==> config.mk <==
export PLATFORM = sky130hd
export DESIGN_NAME = order_packetizer
export DESIGN_NICKNAME = d
export VERILOG_FILES = /design/src/rtl/order_packetizer.sv
export SDC_FILE = /design/constraint.sdc
export NUM_CORES = 1
export LEC_CHECK = 0
export CELL_PAD_IN_SITES_DETAIL_PLACEMENT = 1
export CELL_PAD_IN_SITES_GLOBAL_PLACEMENT = 1
export CORE_ASPECT_RATIO = 1.4
export CORE_UTILIZATION = 38
export DETAILED_ROUTE_END_ITERATION = 6
export GPL_ROUTABILITY_DRIVEN = 1
export GPL_TIMING_DRIVEN = 0
export PLACE_DENSITY = 0.87
export SLEW_MARGIN = 10
export SYNTH_ARGS = -nofsm -noshare
export SYNTH_HDL_FRONTEND = slang
export SYNTH_SLANG_ARGS = --single-unit
==> constraint.sdc <==
create_clock -name clk -period 6.1 [get_ports clk]
set_clock_uncertainty 0.2 [all_clocks]
set_input_delay 0.915 -clock clk [delete_from_list [all_inputs] [get_ports clk]]
set_output_delay 0.915 -clock clk [all_outputs]
set_load 0.03 [all_outputs]
==> src/rtl/order_packetizer.sv <==
// order_packetizer: serializes one decided order per handshake into a fixed
// 28-byte message on an Avalon-ST stream of 8-byte beats, stamped with a
// wrapping 32-bit sequence number.
module order_packetizer #(
    parameter logic [7:0]  C_MSG_TYPE = 8'h4F,
    parameter logic [31:0] C_SEQ_INIT = 32'd0
) (
    input  logic        clk,
    input  logic        reset,
    input  logic        order_valid,
    output logic        order_ready,
    input  logic        order_side,
    input  logic [63:0] order_symbol,
    input  logic [63:0] order_price,
    input  logic [31:0] order_volume,
    output logic        out_valid,
    input  logic        out_ready,
    output logic        out_startofpacket,
    output logic        out_endofpacket,
    output logic [63:0] out_data,
    output logic [2:0]  out_empty,
    output logic        out_error,
    output logic [31:0] seq_next
);

    typedef enum logic [2:0] {
        IDLE,
        B0,
        B1,
        B2,
        B3
    } state_t;

    localparam logic [15:0] MSG_LEN   = 16'h001C;
    localparam logic [7:0]  SIDE_BUY  = 8'h42;
    localparam logic [7:0]  SIDE_SELL = 8'h53;

    state_t      state;
    logic [63:0] hold_symbol;
    logic [63:0] hold_price;
    logic [31:0] hold_volume;

    logic        beat_done;
    logic        accept;
    logic [31:0] seq_for_new;
    logic [7:0]  side_byte;

    assign out_error = 1'b0;

    // Handshake decode; order_ready is combinational from out_ready so a new
    // order can be captured in the same cycle as the final beat.
    always_comb begin
        beat_done   = out_valid & out_ready;
        order_ready = ~reset & ((state == IDLE) | ((state == B3) & out_ready));
        accept      = order_valid & order_ready;
        // An order captured alongside the final beat must carry the number
        // that seq_next is about to advance to.
        seq_for_new = ((state == B3) && beat_done) ? seq_next + 32'd1 : seq_next;
        side_byte   = order_side ? SIDE_SELL : SIDE_BUY;
    end

    // Beat sequencer: captures orders, builds each beat in the output
    // register one cycle ahead, and holds the beat while the sink stalls.
    // The B0 beat is built directly from the inputs at accept, so side and
    // seq need no separate holding copy: out_data itself retains them.
    always_ff @(posedge clk) begin
        if (reset) begin
            state             <= IDLE;
            out_valid         <= 1'b0;
            out_startofpacket <= 1'b0;
            out_endofpacket   <= 1'b0;
            out_data          <= '0;
            out_empty         <= '0;
            seq_next          <= C_SEQ_INIT;
            hold_symbol       <= '0;
            hold_price        <= '0;
            hold_volume       <= '0;
        end else begin
            if ((state == B3) && beat_done) begin
                seq_next <= seq_next + 32'd1;
            end
            if (accept) begin
                hold_symbol       <= order_symbol;
                hold_price        <= order_price;
                hold_volume       <= order_volume;
                state             <= B0;
                out_valid         <= 1'b1;
                out_startofpacket <= 1'b1;
                out_endofpacket   <= 1'b0;
                out_empty         <= '0;
                out_data          <= {MSG_LEN, C_MSG_TYPE, side_byte, seq_for_new};
            end else begin
                case (state)
                    B0: if (beat_done) begin
                        state             <= B1;
                        out_startofpacket <= 1'b0;
                        out_data          <= hold_symbol;
                    end
                    B1: if (beat_done) begin
                        state    <= B2;
                        out_data <= hold_price;
                    end
                    B2: if (beat_done) begin
                        state           <= B3;
                        out_endofpacket <= 1'b1;
                        out_empty       <= 3'd4;
                        out_data        <= {hold_volume, 32'h0000_0000};
                    end
                    B3: if (beat_done) begin
                        state           <= IDLE;
                        out_valid       <= 1'b0;
                        out_endofpacket <= 1'b0;
                        out_empty       <= '0;
                        out_data        <= '0;
                    end
                    default: ;
                endcase
            end
        end
    end

endmodule

* Word-level counts from Yosys, hierarchy flattened
Index checks and enable logic that the tools add are counted.
** Cells by class
- Mux-type cells :: 22
- Add/sub/neg operators :: 1
- Bitwise operators :: 6
- Eq/ne operators :: 12
- Reductions and logical operators :: 14
** Operators by type and width (count)
- $mux 64 :: 4
- $pmux 64 s4 :: 1
- $mux 53 :: 1
- $add 32x1->32 const B :: 1
- $mux 32 :: 1
- $mux 3 :: 4
- $ne 3x3->1 const B :: 4
- $pmux 3 s4 :: 1
- $reduce_and 5->1 :: 2
- $ne 2x2->1 const B :: 4
- $reduce_bool 2->1 :: 4
- $mux 1 :: 7
- $eq 3x2->1 const B :: 2
- $pmux 3 s2 :: 1
- $mux 5 :: 1
- $reduce_bool 5->1 :: 1
- $and 1x1->1 :: 4
- $reduce_and 2->1 :: 2
- $reduce_bool 4->1 :: 1
- $eq 3x1->1 const B :: 1
- $eq 3x3->1 const B :: 1
- $logic_not 3->1 :: 1
- $reduce_and 3->1 :: 1
- $pmux 1 s2 :: 1
- other kinds (4) :: 4
** Word-level totals
- Output and inout port bits :: 104
- Input port bits :: 165
- Register bits :: 265

* Depth between registers and ports, before layout
- Depth after elaboration :: 7
- Gate-level depth with buffers :: 9
- Gate-level depth less buffers :: 6

* Worst setup path after synthesis
Ideal clock, no wire load.
- Kind :: input to output
- Start point :: in reset
- End point :: out order_ready
- Path buffers :: 3
- Setup slack :: 3.073 ns
- Arrival :: 1.912 ns
- Stages :: 5
- Path through :: buf_2 > inv_1 > buf_2 > clkbuf_1 > and3_1
** On the way
- Word-level cells in the longest chain between the ends :: 2
** Ends and longest elaborated chain
- start, declared :: RTL line 9 : input logic reset,
- $not 1->1 :: RTL line 54 : order_ready = ~reset & ((state == IDLE) | ((state == B3) & out_ready));
- $and 1x1->1 :: RTL line 54
- end, declared :: RTL line 11 : output logic order_ready,
No other way between the ends.

* Worst setup path in the final report
Ends and elaborated chain as after synthesis.

==> flow_summary.yaml <==
place:
  placement.io_buffers: 264
  half_perimeter_wire_length_of_the_detailed_placement_result_mm: 32.9
  gp_congestion: 0.878
  post-place-cells: 1942
  dpl_cell_area_um2: 13700
floorplanning:
  ioPinCount: 269
  die-width_um: 143
  placeableCoreArea_um2: 27600
  die-area_um2: 28600
  floorplan.initialDensity: 0.385
  chipHeight_um: 200
  std_cell_rows: 72
global_routing:
  grt_pass1_wl_mm: 64.3
  grt_start_max_net_pins: 15
  gr-total-overflow: 0
  grt_pass1_vias: 11600
  number_of_antenna_violations_at_the_first_check_in_global_routing: 1
  grt_use_total: 0.300
sta:
  timing.final.max_slew_violations: 0
  clock.fmax_mhz: 250
  setup_viol: 0
  setup_repair_after_global_routing_missed_its_margin: "false"
  finalCritPeriodShare: 0.657
  max-slew-margin-rel: 0.338
  timing_worst_slew_pin_value_ns: 0.983
  finalSetupTns_ns: 0
  final-hold-violation-count: 0
  final_period_minus_worst_setup_slack_ns: 4.01
clocking:
  clk_latency_ns: 0.54
  cts_post_setup_buffers_inserted: 0
  cts_inserted_buffers: 26
  tritoncts: "built"
  cts_max_level: 1
  cts-root-to-sink-buffers: 3
  cts-hold-fix-buffers: 0
  post_cts.resized_instances: 0
  cell_at_the_root_of_the_clock_tree: "clkbuf_16"
  cts.sinks: 262
  worst_setup_hold_path_clk_slew_ns: 0.06
synth:
  postSynthRegisterBits: 262
  number_of_standard_cells_after_synthesis: 1306
  synth-warning-count: 0
  ys_types: 58
  synth-edff-count: 0
  syn-cell-area_um2: 10600
  synth_top_flop_cell: "dfxtp_1"
  synth.avg_cell_area_um2: 8.13
  postSynth.asyncResetShare: 0
  synth.yosys.seq_area_share: 0.494
cells_and_area:
  area_growth_pct: 37.5
  layout_commonest_cell: "nand2_1"
  multiInputGateArea_um2: 4850
  fillCellCount: 3335
  nNetsFinal: 1766
  final_layout_size_suffix_gt1_frac: 0.0575
  final_area_um2: 14600
  final-instance-count-excl-fill: 1989
  commonest_non_fill_non_tap_cells_in_the_layout: "nand2_1 (338), clkdlybuf4s50_1 (264), dfxtp_1 (262)"
  ff_latch_area_um2: 5250
critical_path:
  crit_chain: "buf_2 > inv_1 > buf_2 > clkbuf_1 > and3_1 > clkdlybuf4s50_1"
  crit_path_max_fanout: 10
  timing.critical_path.to_type: "primary output"
  worst_path_max_delay_cell: "clkdlybuf4s50_1"
  crit_type: "input port to primary output"
  critical_path.max_stage_delay_ns: 0.69
  worst_ep_arrival_time_ns: 2.89
  worstSetupStartpointType: "input port"
  crit_required_ns: 4.98
  timing.critical_path.mode_cell: "buf_2"
power_and_ir_drop:
  design_power_total_mw: 4.02
  p_leak_nw: 5.69
  max-vdd-ir-drop_v: 0.000192
  powerDensity_nw_per_um2: 275
worst_hold_path:
  hp-class: "register to register"
routing:
  routed_wl_mm: 43.5
  initialDrtViolationCount: 602
  drc_errors: 0
  routed_via_count_divided_by_cell_count: 5.60
  avgRoutedWirePerCell_um: 21.9
  vias: 11100
  drtPass1Iterations: 5
  ant_nets: 0
flow_run:
  cap_violations: 0
outcome:
  status: "finished, final reports clean"
-- per-layer routing --
metal	up-vias	part of all wire	track usage
li1	5125	-	-
met1	5442	0.36	0.313
met2	452	0.52	0.568
met3	124	0.064	0.0477
met4	0	0.056	0.167
met5	-	0	0
-- Yosys cell counts (19+ instances only) --
| cell type | instances | area, um2 |
|---|---|---|
| nand2_1 | 338 | 1270 |
| clkbuf_1 | 72 | 270 |
| dfxtp_1 | 262 | 5250 |
| a221o_1 | 19 | 190 |
| o21ai_0 | 55 | 275 |
| a211oi_1 | 29 | 218 |
| nand3_1 | 147 | 736 |
| nor3_1 | 19 | 95.1 |
| xnor2_1 | 19 | 166 |
| o22ai_1 | 48 | 300 |
| a21oi_1 | 77 | 385 |
| nor2_1 | 67 | 251 |
-- through the flow --
step | worst slack, ns | utilization | hold slack (ns)
floorplan | 3.07 | - | 0.230
global placement | 2.12 | 0.498 | 0.239
detailed placement | 2.11 | 0.498 | 0.245
CTS | 2.11 | 0.530 | 0.256
global route | 2.02 | 0.530 | 0.267
finish | 2.09 | 0.530 | 0.254
-- critical path: cells and delay by family --
kind	cells	cell delay, ns
buffers and inverters	5	1.65
AND/OR/NAND/NOR	1	0.32
-- flip-flops by register name (all words and copies together), names as in the netlist --
register and flops:
hold_price 64, hold_symbol 64, out_data 64, hold_volume 32, seq_next 32, state 3, out_empty 1, out_startofpacket 1
out_valid 1
-- power by group --
| part | leakage, nW | internal (mW) | switching, mW |
|---|---|---|---|
| clock | 0.421 | 0.945 | 0.707 |
| combinational | 3.13 | 0.208 | 0.288 |
| sequential | 2.14 | 1.81 | 0.0591 |
-- logic make-up after synthesis --
family | count (synthesis) | share of synthesized area
AOI/OAI and AO/OA | 270 | 0.166
muxes | 1 | 0.000943
DFF | 262 | 0.494
buffers and inverters | 120 | 0.0496
adders and majority gates | 1 | 0.00118
and+or+nand+nor | 620 | 0.262
other | 1 | 0.000353
xor gates and xnor gates | 31 | 0.0256
-- final timing paths --
check,endpoint,start,slack (ns),depth (start not counted)
worst max-delay path,order_ready,reset,2.09,6
worst min-delay path,hold_price[35]$_SDFFE_PP0P_,hold_price[35]$_SDFFE_PP0P_,0.25,2
worst max register to register,hold_symbol[60]$_SDFFE_PP0P_,state[0]$_SDFFE_PP0P_,3.09,8
worst min register to register,hold_price[35]$_SDFFE_PP0P_,hold_price[35]$_SDFFE_PP0P_,0.25,2
-- cell type report --
cell class / count / share of cell area
clock buffer: 39 / 0.0548
antenna: 1 / 0.000171
multi-input combinational: 926 / 0.332
buffer: 115 / 0.0348
inverter: 5 / 0.00129
timing repair buffer: 264 / 0.181
tap: 370 / 0.0317
sequential: 262 / 0.359
clock inverter: 7 / 0.00463
No activity file was read; power rests on OpenSTA's default activity.
